File: config.mk
export PLATFORM = sky130hd
export DESIGN_NAME = coin_scheduler
export DESIGN_NICKNAME = d
export VERILOG_FILES = /design/src/rtl/coin_scheduler_pkg.sv /design/src/rtl/coin_scheduler_lfsr16.sv /design/src/rtl/coin_scheduler.sv
export SDC_FILE = /design/constraint.sdc
export NUM_CORES = 1
export LEC_CHECK = 0
export CAP_MARGIN = 0
export CORE_ASPECT_RATIO = 0.6
export CORE_MARGIN = 2
export CORE_UTILIZATION = 61
export CTS_BUF_LIST = sky130_fd_sc_hd__clkbuf_4 sky130_fd_sc_hd__clkbuf_8 sky130_fd_sc_hd__clkbuf_16
export CTS_CLUSTER_DIAMETER = 50
export CTS_CLUSTER_SIZE = 14
export DETAILED_ROUTE_END_ITERATION = 12
export PLACE_DENSITY = 0.87
export SYNTH_ARGS = -nofsm -noshare
export SYNTH_HDL_FRONTEND = slang
export SYNTH_SLANG_ARGS = --single-unit
export TNS_END_PERCENT = 1
File: constraint.sdc
create_clock -name Clk -period 15 [get_ports Clk]
set_input_delay 2.25 -clock Clk [delete_from_list [all_inputs] [get_ports Clk]]
set_output_delay 2.25 -clock Clk [all_outputs]
set_load 0.05 [all_outputs]
File: src/rtl/coin_scheduler_pkg.sv
// Shared constants, status bit positions and FSM state type for coin_scheduler and lfsr16.
package coin_pkg;

   localparam int NUM_COINS    = 3;
   localparam int SPACING_BASE = 120;
   localparam int INIT_X_BASE  = 400;
   localparam int INIT_X_STEP  = 200;
   localparam int RESET_Y      = 360;

   localparam logic [15:0] LFSR_SEED = 16'hACE1;
   // Feedback taps for x^16 + x^14 + x^13 + x^11 + 1
   localparam logic [15:0] LFSR_TAPS = 16'hB400;

   // One-hot status = {wait, play, win, lose}
   localparam int ST_WAIT = 3;
   localparam int ST_PLAY = 2;
   localparam int ST_WIN  = 1;
   localparam int ST_LOSE = 0;

   typedef enum logic [1:0] {IDLE, RUN, FREEZE} state_t;

endpackage

File: src/rtl/coin_scheduler_lfsr16.sv
// 16-bit Fibonacci LFSR, advanced once per enable; also used for hazard placement.
module lfsr16
   import coin_pkg::*;
(
   input  logic        Clk,
   input  logic        Reset,
   input  logic        en_i,
   output logic [15:0] state_o
);

   logic [15:0] lfsr_q;

   always_ff @(posedge Clk) begin
      if (Reset)
         lfsr_q <= LFSR_SEED;
      else if (en_i)
         lfsr_q <= {lfsr_q[14:0], ^(lfsr_q & LFSR_TAPS)};
   end

   assign state_o = lfsr_q;

endmodule

File: src/rtl/coin_scheduler.sv
// Coin slot placement, retirement, respawn and scoring, advanced per synchronized frame tick.
// Build option: define COIN_RANDOM_Y_EN for LFSR-jittered coin heights.
module coin_scheduler
   import coin_pkg::*;
#(
   parameter int NUM_COINS = coin_pkg::NUM_COINS,
   parameter int SCREEN_W  = 640,
   parameter int COIN_W    = 16
) (
   input  logic                         Clk,
   input  logic                         Reset,
   input  logic                         frame_clk,
   input  logic [3:0]                   status,
   input  logic [11:0]                  frame_counter,
   input  logic [9:0]                   GroundY,
   input  logic [NUM_COINS-1:0]         CoinStatus,
   output logic [NUM_COINS-1:0][12:0]   CoinFrameX,
   output logic [NUM_COINS-1:0][9:0]    CoinY,
   output logic [NUM_COINS-1:0]         CoinRespawn,
   output logic [7:0]                   score
);

   logic [2:0]                  sync_q;
   logic                        tick_q;
   logic [15:0]                 lfsr;
   logic                        unused_lfsr_bits;
   state_t                      state_q, state_d;
   logic [NUM_COINS-1:0][12:0]  x_q, x_d;
   logic [NUM_COINS-1:0][9:0]   y_q, y_d;
   logic [NUM_COINS-1:0]        resp_q, resp_d;
   logic [NUM_COINS-1:0]        pend_q, pend_d;
   logic [NUM_COINS-1:0]        cs_q, fall_q;
   logic [7:0]                  score_q, score_d;
   logic [NUM_COINS-1:0]        expired, eligible;
   logic [12:0]                 max_x, new_x;
   logic [13:0]                 cand_a, cand_b, cand;
   logic [9:0]                  y_new;
   logic                        found;

   lfsr16 u_lfsr (
      .Clk     (Clk),
      .Reset   (Reset),
      .en_i    (tick_q),
      .state_o (lfsr)
   );

   assign unused_lfsr_bits = ^lfsr[15:7];

`ifdef COIN_RANDOM_Y_EN
   logic [9:0] y_off;
   always_comb begin
      y_off = 10'd40 + {4'd0, lfsr[4:0], 1'b0};
      y_new = (GroundY < y_off + 10'd20) ? 10'd20 : GroundY - y_off;
   end
`else
   always_comb y_new = (GroundY < 10'd80) ? 10'd20 : GroundY - 10'd60;
`endif

   always_comb begin
      max_x = '0;
      for (int unsigned i = 0; i < NUM_COINS; i++) begin
         expired[i] = ({1'b0, x_q[i]} + 14'(COIN_W)) < {2'b00, frame_counter};
         if (x_q[i] > max_x) max_x = x_q[i];
      end
      cand_a = {1'b0, max_x} + 14'(SPACING_BASE) + {7'd0, lfsr[6:0]};
      cand_b = {2'b00, frame_counter} + 14'(SCREEN_W);
      cand   = (cand_a > cand_b) ? cand_a : cand_b;
      new_x  = (cand > 14'h1FFF) ? 13'h1FFF : cand[12:0];
   end

   always_comb begin
      state_d  = state_q;
      x_d      = x_q;
      y_d      = y_q;
      resp_d   = '0;
      pend_d   = pend_q;
      score_d  = score_q;
      found    = 1'b0;
      // A fall landing in the tick cycle is folded into eligibility, so a
      // simultaneous collect and expiry yields a single respawn.
      eligible = expired | pend_q | fall_q;
      case (state_q)
         IDLE: begin
            score_d = '0;
            pend_d  = '0;
            if (status[ST_PLAY])
               state_d = RUN;
            else if (tick_q)
               for (int unsigned i = 0; i < NUM_COINS; i++) begin
                  x_d[i] = 13'(INIT_X_BASE + INIT_X_STEP * i);
                  y_d[i] = y_new;
               end
         end
         RUN: begin
            for (int unsigned i = 0; i < NUM_COINS; i++)
               if (fall_q[i]) begin
                  pend_d[i] = 1'b1;
                  if (score_d != 8'hFF) score_d = score_d + 8'd1;
               end
            if (status[ST_WIN] || status[ST_LOSE])
               state_d = FREEZE;
            else if (tick_q)
               for (int unsigned i = 0; i < NUM_COINS; i++)
                  if (eligible[i] && !found) begin
                     found     = 1'b1;
                     x_d[i]    = new_x;
                     y_d[i]    = y_new;
                     pend_d[i] = 1'b0;
                     resp_d[i] = 1'b1;
                  end
         end
         FREEZE: if (status[ST_WAIT]) state_d = IDLE;
         default: state_d = IDLE;
      endcase
   end

   always_ff @(posedge Clk) begin
      if (Reset) begin
         sync_q  <= '0;
         tick_q  <= 1'b0;
         state_q <= IDLE;
         resp_q  <= '0;
         pend_q  <= '0;
         cs_q    <= '0;
         fall_q  <= '0;
         score_q <= '0;
         for (int unsigned i = 0; i < NUM_COINS; i++) begin
            x_q[i] <= 13'(INIT_X_BASE + INIT_X_STEP * i);
            y_q[i] <= 10'(RESET_Y);
         end
      end else begin
         sync_q  <= {sync_q[1:0], frame_clk};
         tick_q  <= sync_q[1] & ~sync_q[2];
         state_q <= state_d;
         resp_q  <= resp_d;
         pend_q  <= pend_d;
         cs_q    <= CoinStatus;
         fall_q  <= cs_q & ~CoinStatus;
         score_q <= score_d;
         x_q     <= x_d;
         y_q     <= y_d;
      end
   end

   assign CoinFrameX  = x_q;
   assign CoinY       = y_q;
   assign CoinRespawn = resp_q;
   assign score       = score_q;

endmodule

==> impl_metrics.prom, run 1 <==
# TYPE chip_impl_metric gauge
chip_impl_metric{name="synth_edf_count",unit=""} 0
chip_impl_metric{name="final_critical_path_share_of_the_clock_period",unit="%"} 68.07
chip_impl_info{name="crit_path_start",value="CoinFrameX[7]"} 1
chip_impl_info{name="cp_slowest_cell",value="sky130_fd_sc_hd__a21o_1"} 1
chip_impl_metric{name="pin_count_of_the_biggest_net_entering_global_routing",unit=""} 62
chip_impl_info{name="run_status",value="complete, no violations"} 1
chip_impl_metric{name="tightest_slew",unit="ns"} 1.045
chip_impl_metric{name="cp.arrival",unit="ns"} 10.40
chip_impl_metric{name="core.rowCount",unit=""} 32
chip_impl_metric{name="clock-sinks",unit=""} 111
chip_impl_metric{name="netlist_area",unit="mm2"} 0.008282
chip_impl_metric{name="cp_num_buf_inv",unit=""} 2
chip_impl_metric{name="clockBufferDepth",unit=""} 2
chip_impl_info{name="kind_of_cell_adding_the_most_delay_to_the_critical_path",value="simple AND/OR/NAND/NOR gates"} 1
chip_impl_metric{name="floorplan.die_area",unit="mm2"} 0.01456
chip_impl_metric{name="worst_setup_skew_after_layout",unit="ns"} 0.01766
chip_impl_metric{name="detail-route-antenna-nets",unit=""} 0
chip_impl_metric{name="timing.max_cap.violations",unit=""} 0
chip_impl_info{name="largest_family_of_logic_cells_by_synthesized_area",value="compound AO/OA/AOI/OAI gates"} 1
chip_impl_metric{name="finalCriticalPeriod",unit="ns"} 10.21
chip_impl_metric{name="setup_tns",unit="ns"} 0
chip_impl_info{name="timing_endpoint_of_the_critical_path",value="CoinFrameX[20]"} 1
chip_impl_metric{name="global_router_s_overall_resource_usage",unit="%"} 36.60
chip_impl_metric{name="cts_clk_pin_slew_worst_paths",unit="ns"} 0.07
chip_impl_metric{name="worst_reg_to_reg_path_cell_count",unit=""} 35
chip_impl_info{name="grt_setup_unrepaired",value="no"} 1
chip_impl_metric{name="post_synth.cell_area_avg",unit="um2"} 8.103
chip_impl_metric{name="initial_cell_density_of_the_core",unit="%"} 63.45
chip_impl_metric{name="drt-pass1-iter-count",unit=""} 6
chip_impl_metric{name="synthDistinctLibCells",unit=""} 87
chip_impl_metric{name="fillerInstances",unit=""} 986
chip_impl_metric{name="synth_xor_xnor_area_share",unit="%"} 5.167
chip_impl_info{name="crit_type",value="reg2reg"} 1
chip_impl_metric{name="chipWidth",unit="um"} 154.4
chip_impl_info{name="timing.critical_path.from_type",value="register"} 1
chip_impl_metric{name="dr_total_vias",unit=""} 8213
chip_impl_info{name="rr_endpoint",value="CoinFrameX[20]"} 1
chip_impl_metric{name="power_frac_seq",unit="%"} 37.1
chip_impl_info{name="cts_tree",value="yes"} 1
chip_impl_metric{name="routed_wire_length_per_instance",unit="um"} 20.74
chip_impl_metric{name="layout.cells.non_filler",unit=""} 1278
chip_impl_metric{name="post_cts_resized",unit=""} 0
chip_impl_metric{name="number_of_antenna_violations_at_the_first_check_in_global_routing",unit=""} 0
chip_impl_info{name="min_path_type",value="reg2reg"} 1
chip_impl_metric{name="fp.dieH",unit="um"} 94.26
chip_impl_info{name="cp-end-kind",value="register"} 1
chip_impl_info{name="synthFlopType",value="sky130_fd_sc_hd__dfxtp_1"} 1
chip_impl_metric{name="place.port_buffers",unit=""} 111
chip_impl_info{name="cts-root-buf",value="sky130_fd_sc_hd__clkbuf_16"} 1
chip_impl_metric{name="nets",unit=""} 1232
chip_impl_metric{name="fmaxAchievable",unit="MHz"} 97.94
chip_impl_metric{name="yosys.area_share.adder",unit="%"} 14.59
chip_impl_metric{name="seq_area_frac_synth",unit="%"} 26.83
chip_impl_metric{name="critical-path-max-stage-delay",unit="ns"} 0.79
chip_impl_metric{name="intPower",unit="mW"} 0.5163
chip_impl_metric{name="swShare",unit="%"} 37.07
chip_impl_info{name="hold_start",value="sync_q[2]"} 1
chip_impl_info{name="r2r-start",value="CoinFrameX[7]"} 1
chip_impl_metric{name="post-place-ws",unit="ns"} 5.353
chip_impl_metric{name="clk-insertion-delay-late",unit="ns"} 0.36
chip_impl_metric{name="cts-buffers-inserted",unit=""} 9
chip_impl_metric{name="worstPathRequired",unit="ns"} 15.19
chip_impl_metric{name="netlist_instances",unit=""} 1022
chip_impl_metric{name="htreeDepth",unit=""} 3
chip_impl_metric{name="max-slew-margin-rel",unit="%"} 29.94
chip_impl_metric{name="post_cts_hold_buffer_count",unit=""} 0
chip_impl_metric{name="power_density",unit="mW/mm2"} 84.63
chip_impl_metric{name="final_count_of_negative_setup_slack_endpoints",unit=""} 0
chip_impl_metric{name="grt_pass1_wl",unit="um"} 41190
chip_impl_metric{name="floorplan.io_pins",unit=""} 112
chip_impl_metric{name="synth.area.mux_share",unit="%"} 5.786
chip_impl_metric{name="report.final.slew_viol_count",unit=""} 0
chip_impl_metric{name="max-vdd-ir-drop",unit="mV"} 0.06061
chip_impl_metric{name="total_nets_after_synthesis",unit=""} 1150
chip_impl_metric{name="antenna_cells_inserted",unit=""} 0
chip_impl_metric{name="number_of_setup_buffers_added_after_cts",unit=""} 0
chip_impl_metric{name="worst-path-max-fanout",unit=""} 31
chip_impl_metric{name="timing.final.hold_violations",unit=""} 0
chip_impl_metric{name="power.switching",unit="mW"} 0.3041
chip_impl_metric{name="post-route-worst-setup-slack",unit="ns"} 4.789
chip_impl_metric{name="post_route_drc",unit=""} 0
chip_impl_metric{name="yosysWarningCount",unit=""} 0
chip_impl_metric{name="fp.coreArea",unit="mm2"} 0.01305
chip_impl_metric{name="detail_route.wirelength",unit="um"} 26510
chip_impl_metric{name="vias_per_cell",unit=""} 6.426
chip_impl_metric{name="cp_num_cells",unit=""} 35
chip_impl_metric{name="overflow",unit=""} 0
chip_impl_metric{name="ys_async_sr_fraction",unit="%"} 0
chip_impl_metric{name="dp_hpwl",unit="um"} 20070
chip_impl_metric{name="layout-drive-gt1-share",unit="%"} 6.318
chip_impl_metric{name="combPwrFrac",unit="%"} 34.0
chip_impl_metric{name="synth-compound-area-share",unit="%"} 22.33
chip_impl_metric{name="ff2ff_setup_slack",unit="ns"} 4.79
chip_impl_metric{name="areaGrowthSynthToFinish",unit="%"} 17.06
chip_impl_metric{name="share_clk_of_total_power",unit="%"} 28.9
chip_impl_metric{name="vias_in_the_first_global_route",unit=""} 7453
chip_impl_metric{name="synthSimpleGateAreaFrac",unit="%"} 19.84
chip_impl_metric{name="dpl.cell_count",unit=""} 1263
chip_impl_metric{name="place.gp.congestion",unit=""} 1.045
chip_impl_metric{name="drt_iter0_markers",unit=""} 1010
chip_impl_metric{name="static-leakage-power",unit="nW"} 3.908
chip_impl_metric{name="yosys_register_bits",unit=""} 111
routing by layer:
metal | vias to the layer above | track usage (%) | part of all wire [%]
met5 | - | 0 | 0
met4 | 0 | 7.793 | 1.4
met3 | 39 | 16.79 | 17
met2 | 547 | 48.40 | 37
met1 | 3765 | 53.24 | 45
li1 | 3862 | - | -
cell usage in the layout, fill, tap and decap left out, types with 5 or more instances in the layout:
cell type | netlist | routed
sky130_fd_sc_hd__a211o_1 | 5 | 5
sky130_fd_sc_hd__a211oi_1 | 9 | 9
sky130_fd_sc_hd__a21o_1 | 11 | 11
sky130_fd_sc_hd__a21oi_1 | 67 | 66
sky130_fd_sc_hd__a22oi_1 | 5 | 5
sky130_fd_sc_hd__a31oi_1 | 7 | 7
sky130_fd_sc_hd__a32o_1 | 6 | 6
sky130_fd_sc_hd__and2_1 | 8 | 8
sky130_fd_sc_hd__and4_1 | 6 | 6
sky130_fd_sc_hd__buf_4 | 2 | 5
sky130_fd_sc_hd__clkbuf_16 | 0 | 9
sky130_fd_sc_hd__clkdlybuf4s50_1 | 0 | 110
sky130_fd_sc_hd__dfxtp_1 | 111 | 111
sky130_fd_sc_hd__ha_1 | 95 | 95
sky130_fd_sc_hd__inv_1 | 58 | 58
sky130_fd_sc_hd__mux2_2 | 11 | 11
sky130_fd_sc_hd__mux2i_1 | 34 | 34
sky130_fd_sc_hd__nand2_1 | 118 | 118
sky130_fd_sc_hd__nand2b_1 | 10 | 10
sky130_fd_sc_hd__nand3_1 | 43 | 43
sky130_fd_sc_hd__nand4_1 | 15 | 15
sky130_fd_sc_hd__nor2_1 | 83 | 83
sky130_fd_sc_hd__nor2b_1 | 13 | 13
sky130_fd_sc_hd__nor3_1 | 21 | 21
sky130_fd_sc_hd__o211ai_1 | 21 | 21
sky130_fd_sc_hd__o21a_1 | 8 | 8
sky130_fd_sc_hd__o21ai_0 | 56 | 56
sky130_fd_sc_hd__o22ai_1 | 5 | 5
sky130_fd_sc_hd__o31ai_1 | 8 | 8
sky130_fd_sc_hd__xnor2_1 | 35 | 35
sky130_fd_sc_hd__xor2_1 | 12 | 12
area by class of cell:
type                       instances  area (um2)  share of cell area [%]
multi-input combinational        807        5615                   57.92
inverter                          59       221.5                   2.284
clock inverter                     5       46.29                  0.4775
clock buffer                      10       232.7                   2.401
timing repair buffer             116        1144                   11.80
tap                              170       212.7                   2.194
sequential                       111        2222                   22.92
logic make-up after synthesis:
| logic type | after synthesis |
|---|---|
| AND/OR/NAND/NOR | 348 |
| buffers and inverters | 104 |
| AO/OA/AOI/OAI | 269 |
| multiplexers | 46 |
| XOR/XNOR | 48 |
| flip-flops | 111 |
| adder cells (fa/ha/maj) | 96 |
flip-flops by register name, indices dropped and copies added (netlist names):
| register | flops |
|---|---|
| CoinFrameX | 39 |
| CoinRespawn | 3 |
| CoinY | 30 |
| cs_q | 3 |
| fall_q | 3 |
| pend_q | 3 |
| score | 8 |
| state_q | 2 |
| sync_q | 3 |
| tick_q | 1 |
| u_lfsr.state_o | 16 |
stage by stage:
stage | area, um2 | hold slack [ns] | utilization (%) | power (mW)
2_1_floorplan | 8282 | 0.3674 | - | 0.5006
3_3_place_gp | 9415 | 0.3712 | 72.13 | 0.5745
3_5_place_dp | 9415 | 0.3867 | 72.13 | 0.5751
4_1_cts | 9694 | 0.4056 | 74.27 | 0.8072
5_1_grt | 9694 | 0.4417 | 74.27 | 0.8512
6_report | 9694 | 0.4164 | 74.27 | 0.8205
worst min path at each step:
| stage | endpoint | slack [ns] | depth (start not counted) |
|---|---|---|---|
| CTS | tick_q | 0.41 | 1 |
| global placement | tick_q | 0.37 | 1 |
| detailed placement | tick_q | 0.39 | 1 |
| floorplan | tick_q | 0.37 | 1 |
| global route | tick_q | 0.44 | 1 |
| finish | tick_q | 0.42 | 1 |
synthesized netlist by cell type (all sizes together) (15+ instances only):
cell	count	area, um2
nand2	118	442.9
nand4	15	93.84
mux2i	34	340.3
ha	95	1189
inv	59	221.5
clkbuf	25	113.9
nor3	21	105.1
o211ai	22	178.9
dfxtp	111	2222
xnor2	36	322.8
nor2	86	330.3
nand3	45	235.2
a21oi	69	352.8
buf	20	116.4
o21ai	62	317.8
power groups by stage:
stage	registers [mW]	clock network (mW)	logic [mW]
floorplan	0.315	0	0.186
global placement	0.311	0	0.264
detailed placement	0.311	0	0.264
CTS	0.304	0.237	0.266
global route	0.305	0.248	0.298
finish	0.304	0.238	0.279
Note: power is estimated with default switching activity, not from simulation.
==> run 2, diff against run 1 <==
Settings changed: CORE_UTILIZATION 61 to 56, PLACE_DENSITY 0.87 to 0.81.
Clock period 15 ns to 9.97 ns, I/O delays scaled along.
==> run 2 against run 1 <==
Via count shrank 1.9%. Highest routed layer unchanged. Clock-buffer cell count is the same. Clock skew shrank 0.0043 ns. Setup slack lost 4.2 ns. Die area grew 8.6%. Sequential power grew 51%. Register-to-register slack lost 4.2 ns. Flip-flop and latch count is the same. Cell count grew 2.4%.
==> impl_metrics.prom, run 2 (same netlist as run 1, synthesis figures left out) <==
# TYPE chip_impl_metric gauge
chip_impl_metric{name="drt_iter0_markers",unit=""} 971
chip_impl_metric{name="pin_count_of_the_biggest_net_entering_global_routing",unit=""} 62
chip_impl_metric{name="fillerInstances",unit=""} 1225
chip_impl_metric{name="layout-drive-gt1-share",unit="%"} 6.571
chip_impl_metric{name="antenna_cells_inserted",unit=""} 0
chip_impl_metric{name="overflow",unit=""} 0
chip_impl_info{name="crit_path_start",value="CoinFrameX[4]"} 1
chip_impl_metric{name="swShare",unit="%"} 36.53
chip_impl_metric{name="final_critical_path_share_of_the_clock_period",unit="%"} 93.86
chip_impl_metric{name="tightest_slew",unit="ns"} 1.142
chip_impl_metric{name="intPower",unit="mW"} 0.7834
chip_impl_metric{name="nets",unit=""} 1234
chip_impl_metric{name="clk-insertion-delay-late",unit="ns"} 0.36
chip_impl_metric{name="largest_register_ff_count",unit=""} 39
chip_impl_info{name="min_path_type",value="reg2reg"} 1
chip_impl_metric{name="post_cts_resized",unit=""} 0
chip_impl_metric{name="clockBufferDepth",unit=""} 2
chip_impl_metric{name="routed_wire_length_per_instance",unit="um"} 20.08
chip_impl_metric{name="worst_setup_skew_after_layout",unit="ns"} 0.01335
chip_impl_metric{name="number_of_antenna_violations_at_the_first_check_in_global_routing",unit=""} 0
chip_impl_metric{name="post_route_drc",unit=""} 0
chip_impl_metric{name="worstPathRequired",unit="ns"} 10.16
chip_impl_info{name="layout_common_cells",value="sky130_fd_sc_hd__nand2_1 (118), sky130_fd_sc_hd__dfxtp_1 (111), sky130_fd_sc_hd__clkdlybuf4s50_1 (110)"} 1
chip_impl_metric{name="global_router_s_overall_resource_usage",unit="%"} 32.79
chip_impl_metric{name="timing.max_cap.violations",unit=""} 0
chip_impl_info{name="kind_of_cell_adding_the_most_delay_to_the_critical_path",value="compound AO/OA/AOI/OAI gates"} 1
chip_impl_metric{name="detail-route-antenna-nets",unit=""} 0
chip_impl_info{name="mostFrequentLayoutCell",value="sky130_fd_sc_hd__nand2_1"} 1
chip_impl_metric{name="floorplan.die_area",unit="mm2"} 0.01581
chip_impl_metric{name="chipWidth",unit="um"} 161.0
chip_impl_metric{name="cp_num_buf_inv",unit=""} 4
chip_impl_metric{name="power_frac_seq",unit="%"} 37.1
chip_impl_metric{name="setup_tns",unit="ns"} 0
chip_impl_metric{name="detail_route.wirelength",unit="um"} 26280
chip_impl_metric{name="post-route-worst-setup-slack",unit="ns"} 0.6119
chip_impl_metric{name="floorplan.io_pins",unit=""} 112
chip_impl_metric{name="combPwrFrac",unit="%"} 33.3
chip_impl_metric{name="initial_cell_density_of_the_core",unit="%"} 57.26
chip_impl_metric{name="clock-sinks",unit=""} 111
chip_impl_info{name="timing_endpoint_of_the_critical_path",value="CoinFrameX[18]"} 1
chip_impl_metric{name="vias_per_cell",unit=""} 6.154
chip_impl_metric{name="grt_pass1_wl",unit="um"} 40730
chip_impl_metric{name="vias_in_the_first_global_route",unit=""} 7281
chip_impl_info{name="cts_tree",value="yes"} 1
chip_impl_metric{name="max-vdd-ir-drop",unit="mV"} 0.09387
chip_impl_metric{name="max-slew-margin-rel",unit="%"} 23.85
chip_impl_info{name="crit_type",value="reg2reg"} 1
chip_impl_info{name="crit_top_cell",value="sky130_fd_sc_hd__ha_1"} 1
chip_impl_metric{name="finalCriticalPeriod",unit="ns"} 9.358
chip_impl_info{name="grt_setup_unrepaired",value="no"} 1
chip_impl_metric{name="final_count_of_negative_setup_slack_endpoints",unit=""} 0
chip_impl_metric{name="worst-path-max-fanout",unit=""} 22
chip_impl_metric{name="htreeDepth",unit=""} 3
chip_impl_metric{name="areaGrowthSynthToFinish",unit="%"} 17.90
chip_impl_metric{name="critical-path-max-stage-delay",unit="ns"} 0.64
chip_impl_info{name="rr_endpoint",value="CoinFrameX[18]"} 1
chip_impl_metric{name="dp_hpwl",unit="um"} 20200
chip_impl_metric{name="fp.dieH",unit="um"} 98.20
chip_impl_metric{name="fmaxAchievable",unit="MHz"} 106.9
chip_impl_metric{name="drt-pass1-iter-count",unit=""} 5
chip_impl_info{name="timing.critical_path.from_type",value="register"} 1
chip_impl_metric{name="post_cts_hold_buffer_count",unit=""} 0
chip_impl_metric{name="post-place-ws",unit="ns"} 0.9723
chip_impl_info{name="run_status",value="complete, no violations"} 1
chip_impl_metric{name="place.gp.congestion",unit=""} 1.022
chip_impl_metric{name="cts-buffers-inserted",unit=""} 9
chip_impl_info{name="cp_slowest_cell",value="sky130_fd_sc_hd__nor2_1"} 1
chip_impl_metric{name="power_density",unit="mW/mm2"} 126.4
chip_impl_metric{name="cp_num_cells",unit=""} 39
chip_impl_metric{name="ff2ff_setup_slack",unit="ns"} 0.61
chip_impl_metric{name="number_of_setup_buffers_added_after_cts",unit=""} 0
chip_impl_metric{name="place.port_buffers",unit=""} 111
chip_impl_metric{name="timing.final.hold_violations",unit=""} 0
chip_impl_metric{name="report.final.slew_viol_count",unit=""} 0
chip_impl_metric{name="dr_total_vias",unit=""} 8056
chip_impl_metric{name="power.switching",unit="mW"} 0.4509
chip_impl_metric{name="core.rowCount",unit=""} 34
chip_impl_metric{name="worst_reg_to_reg_path_cell_count",unit=""} 39
chip_impl_metric{name="cp.arrival",unit="ns"} 9.55
chip_impl_metric{name="cts_clk_pin_slew_worst_paths",unit="ns"} 0.07
chip_impl_metric{name="static-leakage-power",unit="nW"} 3.924
chip_impl_info{name="r2r-start",value="CoinFrameX[4]"} 1
chip_impl_info{name="cts-root-buf",value="sky130_fd_sc_hd__clkbuf_16"} 1
chip_impl_metric{name="fp.coreArea",unit="mm2"} 0.01446
chip_impl_metric{name="share_clk_of_total_power",unit="%"} 29.6
chip_impl_info{name="cp-end-kind",value="register"} 1
==> run 2: cell count changes in the layout (fill, tap and decap cells not counted), sizes merged <==
cell and delta:
buf +2, clkinv +1, clkinvlp +1, inv -1
==> run 2: stage by stage <==
step                utilization, %  total power, mW  instance area (um2)  instances  hold WS, ns
global placement             65.44           0.8585                 9465       1293       0.3710
detailed placement           65.44           0.8613                 9465       1293       0.3964
floorplan                        -           0.7532                 8282       1022       0.3674
finish                       67.51            1.234                 9764       1309       0.4039
global route                 67.51            1.285                 9764       1309       0.4240
CTS                          67.51            1.222                 9764       1309       0.4080
==> run 2: layout make-up <==
cell class | count | area [um2] | share of cell area, %
clock buffer | 10 | 239.0 | 2.447
clock inverter | 6 | 60.06 | 0.6151
inverter | 59 | 221.5 | 2.268
multi-input combinational | 807 | 5615 | 57.51
sequential | 111 | 2222 | 22.76
tap | 198 | 247.7 | 2.537
timing repair buffer | 118 | 1159 | 11.87
==> run 2: power by group through the flow <==
stage	Combinational (mW)	Clock, mW	Sequential [mW]
floorplan	0.280	0	0.474
global placement	0.391	0	0.468
detailed placement	0.393	0	0.468
CTS	0.397	0.367	0.458
global route	0.441	0.385	0.459
finish	0.411	0.365	0.458
==> run 2: layer usage <==
metal | GRT usage, % | wire (um)
met1 | 48.43 | 12190
met2 | 43.41 | 9795
met3 | 15.38 | 4080
met4 | 5.288 | 211
met5 | 0 | 0
==> run 2: worst min path at each step <==
stage | from | to | slack [ns] | depth (start not counted)
after floorplan | sync_q[2] | tick_q | 0.37 | 1
after global placement | sync_q[2] | tick_q | 0.37 | 1
after detailed placement | sync_q[2] | tick_q | 0.40 | 1
after CTS | sync_q[2] | tick_q | 0.41 | 1
after global routing | sync_q[2] | tick_q | 0.42 | 1
final | sync_q[2] | tick_q | 0.40 | 1
